==> src/rtl/div_unit32.sv <==
// 32-bit iterative restoring divider: DIV/DIVU/REM/REMU, one quotient bit per cycle.
// Operands are latched on start; signs are restored in the DONE cycle.
module div_unit32 (
  input  logic        clk,
  input  logic        rst_n,
  input  logic        start,
  input  logic [1:0]  op,
  input  logic [31:0] a,
  input  logic [31:0] b,
  output logic        busy,
  output logic        done,
  output logic [31:0] result
);

  typedef enum logic [1:0] {IDLE, BUSY, DONE} state_t;

  state_t      state_q, state_d;
  logic [4:0]  cnt_q;
  logic [32:0] rem_q, rem_d;
  logic [31:0] quo_q, quo_d;
  logic [31:0] dvs_q;
  logic [31:0] a_q;
  logic [31:0] res_q;
  logic [1:0]  op_q;
  logic        b_neg_q, b_zero_q;

  logic        accept;
  logic        signed_op;
  logic [32:0] trial;
  logic        ge;
  logic [31:0] q_res, r_res, fix;

  function automatic logic [31:0] neg_if(input logic en, input logic [31:0] v);
    return en ? (~v + 32'd1) : v;
  endfunction

  assign accept    = (state_q == IDLE) && start;
  assign signed_op = ~op_q[0];

  // A carry out of the partial remainder means the trial value already exceeds any 32-bit divisor.
  always_comb begin
    trial = {rem_q[31:0], quo_q[31]};
    ge    = rem_q[32] | (trial >= {1'b0, dvs_q});
    rem_d = ge ? (trial - {1'b0, dvs_q}) : trial;
    quo_d = {quo_q[30:0], ge};
  end

  always_comb begin
    q_res = b_zero_q ? 32'hFFFF_FFFF : neg_if(signed_op & (a_q[31] ^ b_neg_q), quo_q);
    r_res = b_zero_q ? a_q : neg_if(signed_op & a_q[31], rem_q[31:0]);
    fix   = op_q[1] ? r_res : q_res;
  end

  always_comb begin
    state_d = state_q;
    unique case (state_q)
      IDLE:    if (start) state_d = BUSY;
      BUSY:    if (cnt_q == 5'd31) state_d = DONE;
      DONE:    state_d = IDLE;
      default: state_d = IDLE;
    endcase
  end

  always_ff @(posedge clk or negedge rst_n) begin
    if (!rst_n) begin
      state_q <= IDLE;
      cnt_q   <= '0;
      rem_q   <= '0;
      res_q   <= '0;
    end else begin
      state_q <= state_d;
      if (accept) begin
        cnt_q <= '0;
        rem_q <= '0;
      end else if (state_q == BUSY) begin
        cnt_q <= cnt_q + 5'd1;
        rem_q <= rem_d;
      end
      if (state_q == DONE) res_q <= fix;
    end
  end

  // Operand capture: signed ops work on magnitudes, signs kept for the fix-up.
  always_ff @(posedge clk) begin
    if (accept) begin
      op_q     <= op;
      a_q      <= a;
      b_neg_q  <= b[31];
      b_zero_q <= (b == 32'd0);
      quo_q    <= neg_if(~op[0] & a[31], a);
      dvs_q    <= neg_if(~op[0] & b[31], b);
    end else if (state_q == BUSY) begin
      quo_q <= quo_d;
    end
  end

  assign busy   = (state_q != IDLE);
  assign done   = (state_q == DONE);
  assign result = (state_q == DONE) ? fix : res_q;

endmodule

==> config.mk <==
export PLATFORM = sky130hd
export DESIGN_NAME = div_unit32
export DESIGN_NICKNAME = d
export VERILOG_FILES = /design/src/rtl/div_unit32.sv
export SDC_FILE = /design/constraint.sdc
export NUM_CORES = 1
export LEC_CHECK = 0
export CAP_MARGIN = 20
export CORE_UTILIZATION = 55
export DETAILED_ROUTE_END_ITERATION = 16
export GPL_ROUTABILITY_DRIVEN = 0
export PLACE_DENSITY = 0.78
export SYNTH_ARGS = -nofsm -noshare
export SYNTH_HDL_FRONTEND = slang
export SYNTH_SLANG_ARGS = --single-unit
==> constraint.sdc <==
create_clock -name clk -period 5 [get_ports clk]
set_input_delay 1.25 -clock clk [delete_from_list [all_inputs] [get_ports clk]]
set_output_delay 1.25 -clock clk [all_outputs]
set_load 0.005 [all_outputs]
Word level (Yosys, flattened, before mapping)
Index checks and enable logic that the tools add are counted.
Operators by class
  add/sub/neg operators: 6
  magnitude comparators: 1
  equality and inequality tests: 5
  mux-type cells: 18
  bitwise operators: 12
  reduce and logical (&&, ||, !) cells: 6
Operators with widths (number)
  2-to-1 mux 32 bit: 10
  adder 32 x 1 -> 32 bit, second input constant: 4
  NOT 32 bit: 4
  2-to-1 mux 33 bit: 3
  greater-or-equal comparator 33 x 32 -> 1 bit: 1
  subtractor 33 x 32 -> 33 bit: 1
  zero test 32 bit: 1
  2-to-1 mux 5 bit: 2
  adder 5 x 1 -> 5 bit, second input constant: 1
  equality test 5 bit, second input constant: 1
  bitwise AND 1 bit: 4
  2-to-1 mux 2 bit: 2
  != test 2 bit, second input constant: 2
  case mux 2 bit (2 select lines): 1
  nonzero test 2 bit: 2
  equality test 2 x 1 -> 1 bit, second input constant: 1
  equality test 2 bit, second input constant: 1
  zero test 2 bit: 1
  NOT 1 bit: 2
  AND reduction 2 bit: 1
  logical AND 1 bit: 1
  OR 1 bit: 1
  bitwise XOR 1 bit: 1
Word-level totals
  bits in registers: 172
  bits of input ports: 69
  output and inout port bits: 34
  word-level logic and storage cells: 58

Depth between registers and ports, before layout
  depth after elaboration: 6
  mapped depth: 13
  mapped depth without buffers: 13

Worst setup path after synthesis
Ideal clock, no wire load.
  kind: input port to flip-flop
  start: input port start
  end: register quo_q[0], enable pin
  setup time: 0.413 ns
  arrival time: 3.980 ns
  data required time: 4.587 ns
  slack: 0.607 ns
  stages on the path: 4
  path buffers: 0
  path through: nand2_1 clkinv_1 nor2_1 inv_1
Between the ends
  cells in the longest elaborated chain, start to end: 2
Ends and longest elaborated chain
  from (decl): line 6  | input logic start,
  logical AND 1 bit: line 37  | assign accept = (state_q == IDLE) && start;
  net accept: line 27  | logic accept;
  nonzero test 2 bit (no source line)
  to (signal assigned): line 90  | quo_q <= neg_if(~op[0] & a[31], a);
  to (signal assigned): line 93  | quo_q <= quo_d;
  to (decl): line 20  | logic [31:0] quo_q, quo_d;
The timed path passes the listed nets, and every way through them passes these cells.
A chain may end at the register's enable or synchronous reset.

Worst setup path in the final report
  start: register rem_q[9]
  end: output port result[16]
Between the ends
  cells in the longest elaborated chain, start to end: 6
Ends and longest elaborated chain
  from (decl): line 19  | logic [32:0] rem_q, rem_d;
  from (signal assigned): line 77  | rem_q <= rem_d;
  NOT 32 bit: line 34  | return en ? (~v + 32'd1) : v;
  adder 32 x 1 -> 32 bit: line 34
  2-to-1 mux 32 bit: line 34
  2-to-1 mux 32 bit: line 50  | r_res = b_zero_q ? a_q : neg_if(signed_op & a_q[31], rem_q[31:0]);
  2-to-1 mux 32 bit: line 51  | fix = op_q[1] ? r_res : q_res;
  2-to-1 mux 32 bit: line 99  | assign result = (state_q == DONE) ? fix : res_q;
  to (decl): line 12  | output logic [31:0] result
No other way between the ends.

==> results.py <==
metrics = {
    "detailed_routing": {
        "wl_per_cell_microns": 17.3,
        "route.detailed.drc": 0,
        "ant_nets": 0,
        "routed-via-count": 9707,
        "firstDrtPassIters": 5,
        "viasPerCell": 5.97,
        "drt_wl_total_mm": 28.2,
        "drt-initial-drc-count": 801,
    },
    "setup_path": {
        "end_kind": "primary output",
        "path_max_fanout": 5,
        "r2r-start": "quo_q[31]",
        "arrival_ps": 3640,
        "reg2regPathDepth": 13,
        "start_kind": "flop",
        "cp.required_ps": 3750,
        "r2r_slack_ps": 1040,
        "crit_type": "reg2out",
        "reg2reg_to": "rem_q[30]",
    },
    "global_routing": {
        "grt_pass1_wl_mm": 45.5,
        "grt_pass1_vias": 9174,
        "grt_overflow": 0,
        "grt_start_max_net_pins": 77,
        "grt_antenna_before_repair": 0,
        "grt_use_total": 0.270,
    },
    "clock_tree": {
        "cts.sinks": 172,
        "cts-buffers-inserted": 17,
        "cts.path.max_buffers": 2,
        "cts_htree_levels": 4,
        "ctsRootBufferMaster": "clkbuf_16",
        "tritoncts": "built",
        "path_clk_slew_ps": 70,
        "clk_latency_ps": 440,
    },
    "cells_and_area": {
        "syn_to_final_growth_pct": 18.3,
        "multi_input_area_sq_um": 6130,
        "fin_nets": 1450,
        "drive_gt1_frac": 0.0620,
        "utilization": 0.662,
        "num-fill-cells": 1632,
        "final_cells": 1625,
        "seq_area_sq_um": 4810,
        "antenna_cells": 0,
    },
    "sta": {
        "max_slew_margin": 0.301,
        "slew_violations": 0,
        "final-hold-violation-count": 0,
        "finalSetupViolCount": 0,
        "fin_crit_sh": 0.978,
        "worst_pin_slew_ps": 1050,
        "finalCriticalPeriod_ps": 4890,
        "clock_skew_ps": 9.74,
        "max_freq_mhz": 204,
    },
    "die": {
        "dieHeight_microns": 145,
        "initial_core_util": 0.560,
        "num_io_pins": 103,
        "coreArea_sq_um": 20200,
        "rows": 52,
        "die_w_microns": 145,
        "die_area_sq_um": 21100,
    },
    "yosys": {
        "synth_edf_count": 100,
        "synth-seq-cells": 172,
        "synth_top_cell_area_share": 0.266,
        "synth_top_area_cell": "edfxtp_1",
        "synthArstFlopShare": 0.419,
        "synth_top_cells_by_count": "nand2_1 (158), o21ai_0 (143), edfxtp_1 (100)",
        "ys.flop_type": "edfxtp_1",
        "ys_seq_area_frac": 0.425,
        "postSynthCellCount": 1261,
        "avgSynthCellArea_sq_um": 8.96,
        "syn_nets": 1369,
        "yosys_warnings": 0,
        "yosys-top-cells-area": "edfxtp_1 (27%), dfrtp_1 (16%), o21ai_0 (6.3%), xnor2_1 (6.0%), xor2_1 (5.4%)",
        "synth_cell_type_count": 63,
        "syn_area_sq_um": 11300,
        "yosysMostFrequentCell": "nand2_1",
    },
    "pwr": {
        "p_per_area_nw_per_um2": 555,
        "total_power_w": 0.00741,
        "p_leak_nw": 5.39,
        "vdd_ir_drop_max_uv": 280,
    },
    "min_path": {
        "hold_class": "reg2reg",
        "min_from": "res_q[22]",
        "whs_path_depth": 1,
        "holdPathEnd": "res_q[22]",
    },
    "placement": {
        "dp.cells": 1587,
        "portBuffers": 102,
        "dpl.hpwl_mm": 20.1,
    },
    "job": {
        "cap_violations": 0,
    },
    "status": {
        "outcome": "completed",
    },
}
## cells by family after synthesis
kind of cell / synth area share
buffers and inverters: 0.0412
DFF: 0.425
muxes: 0.0215
adders and majority gates: 0.0439
and+or+nand+nor: 0.158
AOI/OAI and AO/OA: 0.196
xor gates and xnor gates: 0.113
## layer usage
metal	vias to the layer above	GRT usage	part of all wire
met2	338	0.462	0.50
met3	64	0.0447	0.052
met5	-	0	0
met4	0	0.108	0.029
li1	4664	-	-
met1	4641	0.340	0.42
## critical path, stage by stage, from the launching register on
cell and delay (ps):
dfrtp_1 410, or3_4 410, or4_4 470, or4_4 470, o21ai_0 240, xor2_1 100, a21oi_1 240, o22ai_1 140
o21ai_2 190, clkdlybuf4s50_1 520
## report_power, final
group	switching, W	leakage, nW	internal (W)	total [W]
clock network	0.000573	0.323	0.000938	0.00151
logic	0.00191	3.32	0.00146	0.00337
registers	0.000516	1.75	0.00202	0.00254
total	0.00300	5.39	0.00442	0.00741
## registers in the layout, summed over array words and instances (netlist names)
name / flops
quo_q: 32
dvs_q: 32
rem_q: 33
res_q: 32
b_zero_q: 1
op_q: 2
b_neg_q: 1
cnt_q: 5
state_q: 2
a_q: 32
## metrics by stage
stage	instance area, sq um	hold WS [ps]	setup slack [ps]	setup TNS (ps)
2_1_floorplan	11300	449	607	0
3_3_place_gp	12500	460	425	0
3_5_place_dp	12500	465	285	0
4_1_cts	13200	483	10.6	0
5_1_grt	13400	493	-35.5	-110
6_report	13400	476	110	0
## what timing repair did
item                       4_1_cts  5_1_grt
cloned                           0        0
pin swaps                        0        4
setup buffers                    0        6
hold buffers                     0        0
gates resized for setup          4       21
setup endpoints to repair        7       16
## layout by cell type, fill, tap and decap left out, types with 17 or more instances in the layout
cell type and instances:
a21o_1 27, a21oi_1 93, buf_4 21, clkbuf_16 20
clkdlybuf4s50_1 98, dfrtp_1 70, edfxtp_1 100, ha_1 38
inv_1 58, mux2i_1 22, nand2_1 157, nor2_1 97
nor3_1 24, o21ai_0 139, o22ai_1 23, o31ai_1 17
or3_1 17, xnor2_1 77, xor2_1 69
## how the worst max path moves through the flow
| stage | startpoint | to | cells after the start |
|---|---|---|---|
| finish | rem_q[9] | result[16] | 9 |
| global route | rem_q[9] | result[29] | 10 |
| detailed placement | quo_q[4] | result[31] | 10 |
| floorplan | start | quo_q[0] | 4 |
| CTS | rem_q[9] | result[16] | 9 |
| global placement | rem_q[9] | result[22] | 9 |
## final cells by class
cell class,count,share of cell area
Multi-Input combinational cell,968,0.459
Clock inverter,9,0.0112
Clock buffer,23,0.0391
Sequential cell,172,0.360
Inverter,60,0.0169
Timing Repair Buffer,123,0.0884
Tap cell,270,0.0253
Note: power is estimated with default switching activity, not from simulation.
